<file path="config.mk">
export PLATFORM = sky130hd
export DESIGN_NAME = fetch_unit
export DESIGN_NICKNAME = d
export VERILOG_FILES = /design/src/rtl/legv8_pkg.sv /design/src/rtl/fetch_pc.sv /design/src/rtl/fetch_unit.sv
export SDC_FILE = /design/constraint.sdc
export NUM_CORES = 1
export LEC_CHECK = 0
export BUFFER_PORTS_ARGS = -buffer_cell sky130_fd_sc_hd__buf_2
export CAP_MARGIN = 20
export CORE_MARGIN = 5
export CORE_UTILIZATION = 50
export CTS_BUF_LIST = sky130_fd_sc_hd__clkbuf_8
export DETAILED_ROUTE_END_ITERATION = 16
export GPL_ROUTABILITY_DRIVEN = 0
export PLACE_DENSITY = 0.84
export SLEW_MARGIN = 20
export SYNTH_ARGS = -nofsm -noshare
export SYNTH_HDL_FRONTEND = slang
export SYNTH_HIERARCHICAL = 1
export SYNTH_SLANG_ARGS = --single-unit
</file>
<file path="constraint.sdc">
create_clock -name clk -period 8.1 [get_ports clk]
set_clock_uncertainty 0.05 [all_clocks]
set_input_delay 1.215 -clock clk [delete_from_list [all_inputs] [get_ports clk]]
set_output_delay 1.215 -clock clk [all_outputs]
set_load 0.02 [all_outputs]
</file>
<file path="src/rtl/legv8_pkg.sv">
// Shared LEGv8 definitions: datapath widths, fetch FSM encoding and the
// 11-bit R/D-format opcodes used by the control decoder.
package legv8_pkg;

  localparam int PC_W     = 64;
  localparam int INSTR_W  = 32;
  localparam int OPCODE_W = 11;

  typedef enum logic [1:0] {
    FS_REQ,
    FS_WAIT,
    FS_HOLD,
    FS_HALT
  } fetch_state_e;

  typedef enum logic [1:0] {
    PC_HOLD,
    PC_INC,
    PC_BRANCH
  } pc_sel_e;

  localparam logic [OPCODE_W-1:0] OP_ADD  = 11'h458;
  localparam logic [OPCODE_W-1:0] OP_SUB  = 11'h658;
  localparam logic [OPCODE_W-1:0] OP_AND  = 11'h450;
  localparam logic [OPCODE_W-1:0] OP_ORR  = 11'h550;
  localparam logic [OPCODE_W-1:0] OP_LDUR = 11'h7C2;
  localparam logic [OPCODE_W-1:0] OP_STUR = 11'h7C0;

  function automatic logic [OPCODE_W-1:0] opcode_of(input logic [INSTR_W-1:0] word);
    return word[INSTR_W-1:INSTR_W-OPCODE_W];
  endfunction

endpackage

</file>
<file path="src/rtl/fetch_pc.sv">
// Program counter register with its next-PC mux (hold, sequential +4, redirect).
// Arithmetic wraps modulo 2^64.
module fetch_pc
  import legv8_pkg::*;
#(
  parameter logic [PC_W-1:0] RESET_PC = '0
) (
  input  logic            clk,
  input  logic            rst_n,
  input  pc_sel_e         pc_sel,
  input  logic [PC_W-1:0] br_target,
  output logic [PC_W-1:0] pc
);

  // NOTE: sequential state is written with non-blocking assignments only, so
  // every register samples pre-edge values regardless of block ordering.
  always_ff @(posedge clk or negedge rst_n) begin
    if (!rst_n) begin
      pc <= RESET_PC;
    end else begin
      case (pc_sel)
        PC_INC:    pc <= pc + PC_W'(4);
        PC_BRANCH: pc <= br_target;
        default:   pc <= pc;
      endcase
    end
  end

endmodule

</file>
<file path="src/rtl/fetch_unit.sv">
// Instruction fetch: one outstanding request, registered INSTR/PC_OUT, branch
// redirect with kill of in-flight responses. Define FETCH_ALIGN_CHK_EN to halt on misaligned targets.
module fetch_unit
  import legv8_pkg::*;
#(
  parameter logic [PC_W-1:0] RESET_PC = 64'h0
) (
  input  logic                clk,
  input  logic                rst_n,
  output logic                imem_req,
  output logic [PC_W-1:0]     imem_addr,
  input  logic                imem_gnt,
  input  logic                imem_rvalid,
  input  logic [INSTR_W-1:0]  imem_rdata,
  input  logic                br_taken,
  input  logic [PC_W-1:0]     br_target,
  input  logic                stall,
  output logic                instr_valid,
  output logic [INSTR_W-1:0]  instr,
  output logic [OPCODE_W-1:0] opcode,
  output logic [PC_W-1:0]     pc_out,
  output logic                align_err
);

  fetch_state_e    state, state_nxt;
  logic            kill, kill_nxt;
  pc_sel_e         pc_sel;
  logic [PC_W-1:0] pc, target;
  logic            misaligned, redirect, accepted, consume, load;

`ifdef FETCH_ALIGN_CHK_EN
  assign target     = br_target;
  assign misaligned = br_taken && (br_target[1:0] != 2'b00) && (state != FS_HALT);
`else
  logic br_target_lsb_unused;
  assign br_target_lsb_unused = ^br_target[1:0];
  assign target     = {br_target[PC_W-1:2], 2'b00};
  assign misaligned = 1'b0;
`endif

  assign redirect = br_taken && !misaligned && (state != FS_HALT);
  assign accepted = imem_req && imem_gnt;
  assign consume  = instr_valid && !stall;

  fetch_pc #(.RESET_PC(RESET_PC)) u_pc (
    .clk       (clk),
    .rst_n     (rst_n),
    .pc_sel    (pc_sel),
    .br_target (target),
    .pc        (pc)
  );

  always_ff @(posedge clk or negedge rst_n) begin
    if (!rst_n) begin
      state <= FS_REQ;
      kill  <= 1'b0;
    end else begin
      state <= state_nxt;
      kill  <= kill_nxt;
    end
  end

  // NOTE: every signal driven here gets a default first, so no path leaves
  // it unassigned and no latch is inferred.
  always_comb begin
    state_nxt = state;
    kill_nxt  = kill;
    pc_sel    = PC_HOLD;
    load      = 1'b0;
    if (misaligned) begin
      state_nxt = FS_HALT;
    end else begin
      case (state)
        FS_REQ: begin
          if (redirect) begin
            pc_sel = PC_BRANCH;
            if (accepted) begin
              kill_nxt  = 1'b1;
              state_nxt = FS_WAIT;
            end
          end else if (accepted) begin
            state_nxt = FS_WAIT;
          end else if (instr_valid && stall) begin
            state_nxt = FS_HOLD;
          end
        end
        FS_WAIT: begin
          if (redirect) begin
            pc_sel = PC_BRANCH;
            if (imem_rvalid) begin
              kill_nxt  = 1'b0;
              state_nxt = FS_REQ;
            end else begin
              kill_nxt = 1'b1;
            end
          end else if (imem_rvalid) begin
            kill_nxt  = 1'b0;
            state_nxt = FS_REQ;
            if (!kill) begin
              load   = 1'b1;
              pc_sel = PC_INC;
            end
          end
        end
        FS_HOLD: begin
          if (redirect) begin
            pc_sel    = PC_BRANCH;
            state_nxt = FS_REQ;
          end else if (consume) begin
            state_nxt = FS_REQ;
          end
        end
        FS_HALT: state_nxt = FS_HALT;
        default: state_nxt = FS_REQ;
      endcase
    end
  end

  // Request is suppressed while decode holds a stalled instruction, and in reset.
  always_comb begin
    imem_req  = rst_n && (state == FS_REQ) && !(instr_valid && stall);
    imem_addr = pc;
    opcode    = opcode_of(instr);
  end

  // NOTE: these are plain flops with a cheap reset; resetting them makes
  // INSTR/PC_OUT deterministic, unlike a memory array that is left unreset.
  always_ff @(posedge clk or negedge rst_n) begin
    if (!rst_n) begin
      instr_valid <= 1'b0;
      instr       <= '0;
      pc_out      <= '0;
      align_err   <= 1'b0;
    end else begin
      if (misaligned) begin
        align_err <= 1'b1;
      end
      if (br_taken) begin
        instr_valid <= 1'b0;
      end else if (load) begin
        instr_valid <= 1'b1;
        instr       <= imem_rdata;
        pc_out      <= pc;
      end else if (consume) begin
        instr_valid <= 1'b0;
      end
    end
  end

endmodule

</file>
## Yosys cells after proc, flatten, opt, wreduce, memory -nomap -nowiden

Index checks and enable logic that the tools add are counted.
Widths: inputs -> output; s select.

| operators by class | value |
|---|---|
| bitwise gates (word level) | 1 |
| eq/ne operators | 13 |
| multiplexer cells | 27 |
| add/subtract/negate cells | 1 |
| reduce and logical (&&, ||, !) cells | 16 |

Operator list:

| kind | count |
|---|---|
| $pmux 64 s2 | 1 |
| $add 64x3->64 const B | 1 |
| $mux 2 | 9 |
| $mux 1 | 14 |
| $ne 3x3->1 const B | 4 |
| $ne 2x2->1 const B | 4 |
| $pmux 2 s4 | 1 |
| $reduce_and 4->1 | 2 |
| $eq 2x2->1 const B | 3 |
| $logic_and 1x1->1 | 6 |
| $eq 2x1->1 const B | 2 |
| $pmux 2 s2 | 1 |
| $reduce_bool 2->1 | 2 |
| $reduce_bool 3->1 | 1 |
| $logic_not 1->1 | 2 |
| $logic_not 2->1 | 1 |
| $pmux 1 s2 | 1 |
| $reduce_and 2->1 | 1 |
| $reduce_or 2->1 | 1 |
| $not 1->1 | 1 |

| word-level totals | value |
|---|---|
| output and inout bits | 174 |
| flip-flop bits (word level) | 164 |

## Depth between registers and ports, before layout

| depth | value |
|---|---|
| depth after elaboration | 7 |
| depth in mapped cells | 12 |
| depth with buffers taken out | 10 |

## Modules after synthesis

Netlist, hierarchy kept.

By module, submodules not included:

| module | sequential area each (µm²) | instances | cells each | area an instance (µm²) |
|---|---|---|---|---|
| fetch_pc | 1601.5 | 1 | 526 | 4311.6 |
| fetch_unit | 2502.4 | 1 | 238 | 3843.7 |

## Least setup slack after synthesis

Ideal clock, no wire load.

| timing path | value |
|---|---|
| kind | input port to flip-flop |
| start point | input port br_taken |
| end point | register u_pc.pc[46] |
| path buffers | 4 |
| arrival | 3348 ps |
| setup slack | 4565 ps |
| stages on the path | 12 |
| data required time | 7913 ps |
| library setup time | 137 ps |
| cell sequence | or2_1 > nor3_4 > buf_2 > inv_1 > ha_1 > clkbuf_1 > inv_1 > clkbuf_1 > clkbuf_1 > nand2_1 > o32ai_1 > a21oi_1 |

| on the way | value |
|---|---|
| longest elaborated chain between the ends | 5 |
| elaborated cells between the ends (all ways) | 8 |
| those cells by class | 2 x eq/ne; 4 x mux; 2 x reduce/logical |

RTL lines:

| element | line | text |
|---|---|---|
| start, declared | fetch_unit.sv:15 | `input logic br_taken,` |
| $logic_and 1x1->1 (*) | fetch_unit.sv:41 | `assign redirect = br_taken && !misaligned && (state != FS_HALT);` |
| $mux 2 (*) | fetch_unit.sv:88 | `if (redirect) begin` |
| $pmux 2 s2 (*) | fetch_unit.sv:73 | `case (state)` |
| net pc_sel[0] | fetch_unit.sv:27 | `pc_sel_e pc_sel;` |
| $eq 2x2->1 or $eq 2x1->1 (tied branches) | fetch_pc.sv:21 | `case (pc_sel)` |
| $pmux 64 s2 or $reduce_bool 2->1 (tied branches) | - |  |
| end signal, assigned | fetch_pc.sv:22 | `PC_INC: pc <= pc + PC_W'(4);` |
| end signal, assigned | fetch_pc.sv:23 | `PC_BRANCH: pc <= br_target;` |
| end signal, assigned | fetch_pc.sv:24 | `default: pc <= pc;` |
| end, declared | fetch_pc.sv:12 | `output logic [PC_W-1:0] pc` |

Mark *: on every way through the listed nets, which the timed path passes. The rest lies on a longest branch.
A chain may end at the register's enable or synchronous reset.

## Final worst setup path

| timing path | value |
|---|---|
| start point | input port br_taken |
| end point | register u_pc.pc[19] |

| on the way | value |
|---|---|
| longest elaborated chain between the ends | 5 |
| elaborated cells between the ends (all ways) | 8 |
| those cells by class | 2 x eq/ne; 4 x mux; 2 x reduce/logical |

RTL lines:

| element | line |
|---|---|
| $logic_and 1x1->1 (*) | fetch_unit.sv:41 |
| $mux 2 (on tied branches) | fetch_unit.sv:88, fetch_unit.sv:75, fetch_unit.sv:106 |
| $pmux 2 s2 (*) | fetch_unit.sv:73 |
| $eq 2x2->1 or $eq 2x1->1 (tied branches) | fetch_pc.sv:21 |
| $pmux 64 s2 or $reduce_bool 2->1 (tied branches) | - |

Every way passes the cells marked *; elsewhere a longest branch is shown, timed or not.

==> reports/summary.md <==
Critical path
- in -> reg — class of the most critical setup path
- 10 — FF-to-FF path depth
- 4 — worst path bufs/invs
- register — category of the worst setup path capture point
- 4.16 ns — worst path arrival time
- input port — crit start category
- 8.40 ns — CP Data Required Time
- simple AND/OR/NAND/NOR gates — family of cells with the greatest summed delay on the critical path
- br_taken — launch point of the worst path
- buf_2 -> or2_1 -> nor3_4 -> inv_1 -> ha_2 -> buf_4 -> inv_1 -> nand2_1 -> or4_1 -> o31a_1 -> nand2_1 — chain of cells forming the critical path
- 0.74 ns — delay contributed by the slowest stage of the critical path
- 48 — top fanout value on the critical path
- ha_2 — slowest cell on the critical path
- 4.73 ns — minimum setup slack among reg-to-reg paths
- u_pc/pc[19]$_DFFE_PN0P_ — destination of the worst register-to-register timing path
- kill$_DFFE_PN0P_ — Crit Reg-Reg Startpoint

Timing
- 3.86 ns — minimum clock period after layout
- 0 — setup violation total in the final timing report
- 0.847 ns — transition time at the pin with the least slew margin
- 0 — Final Hold Fails
- 259 MHz — FMAX
- 0.433 — slew margin rel.
- 4.24 ns — worst setup slack after layout
- 0.440 ns — post-route worst hold slack
- 0 ns — total negative slack
- 0.477 — crit share post-route
- 0 — Final Slew Violations
- no — unrepaired setup endpoints after global routing

Run status
- finished, final reports clean — result of the run

Yosys
- 8160 µm² — Syn Std Cell Area
- 10.7 µm² — Syn Area/Cell
- dfrtp_1 — commonest register cell after synthesis
- 0 — number of enable flip-flop cells after synthesis
- 0.503 — sequential area share after synthesis
- 70 — Cell variety after synth
- 764 — number of instances in the synthesized netlist
- 164 — total of flip-flops plus latches after synthesis
- 6 — Synth warnings
- 1.00 — async set-or-reset flop fraction in the synthesized netlist

Placement
- 3.78 ns — setup slack at placement
- 272 — number of port buffers
- 16800 µm — DPL Wire Length

Pwr
- 0.187 mV — Worst IR Drop VDD
- 359 nW/µm² — pwr/cell area
- 3.58 mW — Overall Power
- 4.50 nW — leakage dissipation

Min path
- 1 — worst hold path stage count
- pc_out[27]$_DFFE_PN0P_ — Worst Hold Path EP
- reg -> reg — Hold/Removal Path Class
- pc_out[27]$_DFFE_PN0P_ — beginning of the worst hold path

Floorplan
- 138 µm — DIE WIDTH
- 0.512 — starting density of the core
- 15900 µm² — core footprint
- 138 µm — vertical die dimension
- 19000 µm² — overall die area
- 46 — number of rows created at floorplan
- 276 — number of top-level pins

Global routing
- 73 — pin count of the biggest net entering global routing
- 0 — total congestion overflow after global routing
- 0.248 — GRT Total Usage
- 2 — antenna violations before repair
- 37000 µm — first-pass GRT wire length
- 7200 — number of global-route vias before repair

CTS
- 0 — Hold-fix buffers, CTS
- 2 — clk buf depth
- 17 — number of CTS-inserted buffers
- built — TritonCTS clock tree
- 0 — number of buffers added for setup after CTS
- 0.10 ns — clock-pin slew of the registers on the worst-case setup and hold paths
- clkbuf_8 — cell chosen for the clock root
- 4 — maximum level of the CTS H-tree
- 0 — post_cts resized
- 0.47 ns — worst skew pair latency
- 164 — Clock Sink Count

Detailed routing
- 0 — antenna-violating nets left
- 19.1 µm — per-cell routed wire length
- 7280 — via count
- 5.88 — via density per instance
- 23600 µm — total wire length
- 7 — first-pass detailed-route iteration total
- 495 — number of DRC markers after the initial detailed-route iteration
- 0 — detailed-route DRC error count

Layout
- 1356 — filler cell count in the final layout
- 22.4% — layout-stage area growth over the synthesis result
- 0.405 — share of layout cells above drive strength 1
- 1112 — # nets final

Flow run
- 0 — max_cap viols

[routing by layer]
layer / routed length [µm] / GRT usage / up-vias
li1: - / - / 3344
met1: 9580 / 0.320 / 3558
met2: 11600 / 0.404 / 325
met3: 1700 / 0.0533 / 51
met4: 653 / 0.104 / 2
met5: 13 / 0 / -
[per-stage QoR]
stage | utilization | area (µm²) | std cells
detailed placement | 0.601 | 9580 | 1205
finish | 0.626 | 9980 | 1238
global route | 0.626 | 9980 | 1238
global placement | 0.601 | 9580 | 1205
floorplan | - | 8160 | 766
CTS | 0.626 | 9980 | 1237
[synth_stat cells, types with 4 or more instances]
library cell / count / area share
a211oi_1: 4 / 0.0037
a21oi_1: 47 / 0.029
a22oi_1: 15 / 0.014
a31oi_1: 7 / 0.0054
a32oi_1: 4 / 0.0043
and2_1: 6 / 0.0046
and3_1: 13 / 0.010
and4_1: 10 / 0.011
buf_1: 4 / 0.0018
buf_2: 10 / 0.0061
buf_4: 16 / 0.015
clkbuf_1: 28 / 0.013
dfrtp_1: 164 / 0.50
inv_1: 16 / 0.0074
mux2_1: 20 / 0.028
mux2_2: 80 / 0.11
mux2i_1: 4 / 0.0049
nand2_1: 46 / 0.021
nand3_1: 45 / 0.028
nand4_1: 23 / 0.018
nor2_1: 42 / 0.019
nor3_1: 20 / 0.012
nor4_1: 8 / 0.0061
o211ai_1: 4 / 0.0037
o21ai_0: 33 / 0.020
o22a_1: 10 / 0.011
o22ai_1: 6 / 0.0046
or3_1: 11 / 0.0084
or4_1: 5 / 0.0046
[placed cells by master, fill, tap and decap left out, drive strengths merged, types with 15 or more instances in the layout]
master,instances
nor2,43
o21ai,35
clkbuf,17
nor3,21
buf,281
a22oi,15
nand2,48
nand3,47
dfrtp,164
inv,24
mux2,100
a21oi,47
nand4,24
[registers in the layout, summed over array words and instances (netlist names)]
register,flops
instr,32
state,2
instr_valid,1
kill,1
pc_out,64
u_pc/pc,64
[area by class of cell]
type	count	area, µm²	share of cell area
repair buffers	281	1440	0.144
flip-flops and latches	164	4100	0.411
inverters	16	60.1	0.00602
well taps	216	270	0.0271
diodes	1	2.50	0.000251
clock buffers	17	234	0.0234
clock inverters	15	164	0.0164
multi-input cells	528	3710	0.372
[cell families (layout without fill, tap and decap cells)]
family                     after synthesis  count (layout)  synth area share
muxes                                  104             104             0.143
and+or+nand+nor                        255             255             0.176
AOI/OAI and AO/OA                      164             164             0.131
other                                    1               4          0.000460
buffers and inverters                   74             329            0.0430
DFF                                    164             164             0.503
adders and majority gates                2               2           0.00307
[power by group]
group / switching (mW) / internal [mW] / total, mW / leakage (nW)
clock: 0.358 / 0.233 / 0.591 / 0.195
combinational: 0.932 / 0.582 / 1.51 / 2.38
sequential: 0.318 / 1.16 / 1.48 / 1.93
[worst max-delay path by stage]
stage	end	slack, ns	cells past startpoint
2_1_floorplan	u_pc/pc[46]$_DFFE_PN0P_	4.57	12
3_3_place_gp	u_pc/pc[19]$_DFFE_PN0P_	3.82	11
3_5_place_dp	u_pc/pc[19]$_DFFE_PN0P_	3.78	11
4_1_cts	u_pc/pc[19]$_DFFE_PN0P_	4.28	11
5_1_grt	u_pc/pc[59]$_DFFE_PN0P_	4.08	11
6_report	u_pc/pc[19]$_DFFE_PN0P_	4.24	11
Power figures use the tool's default switching activity.
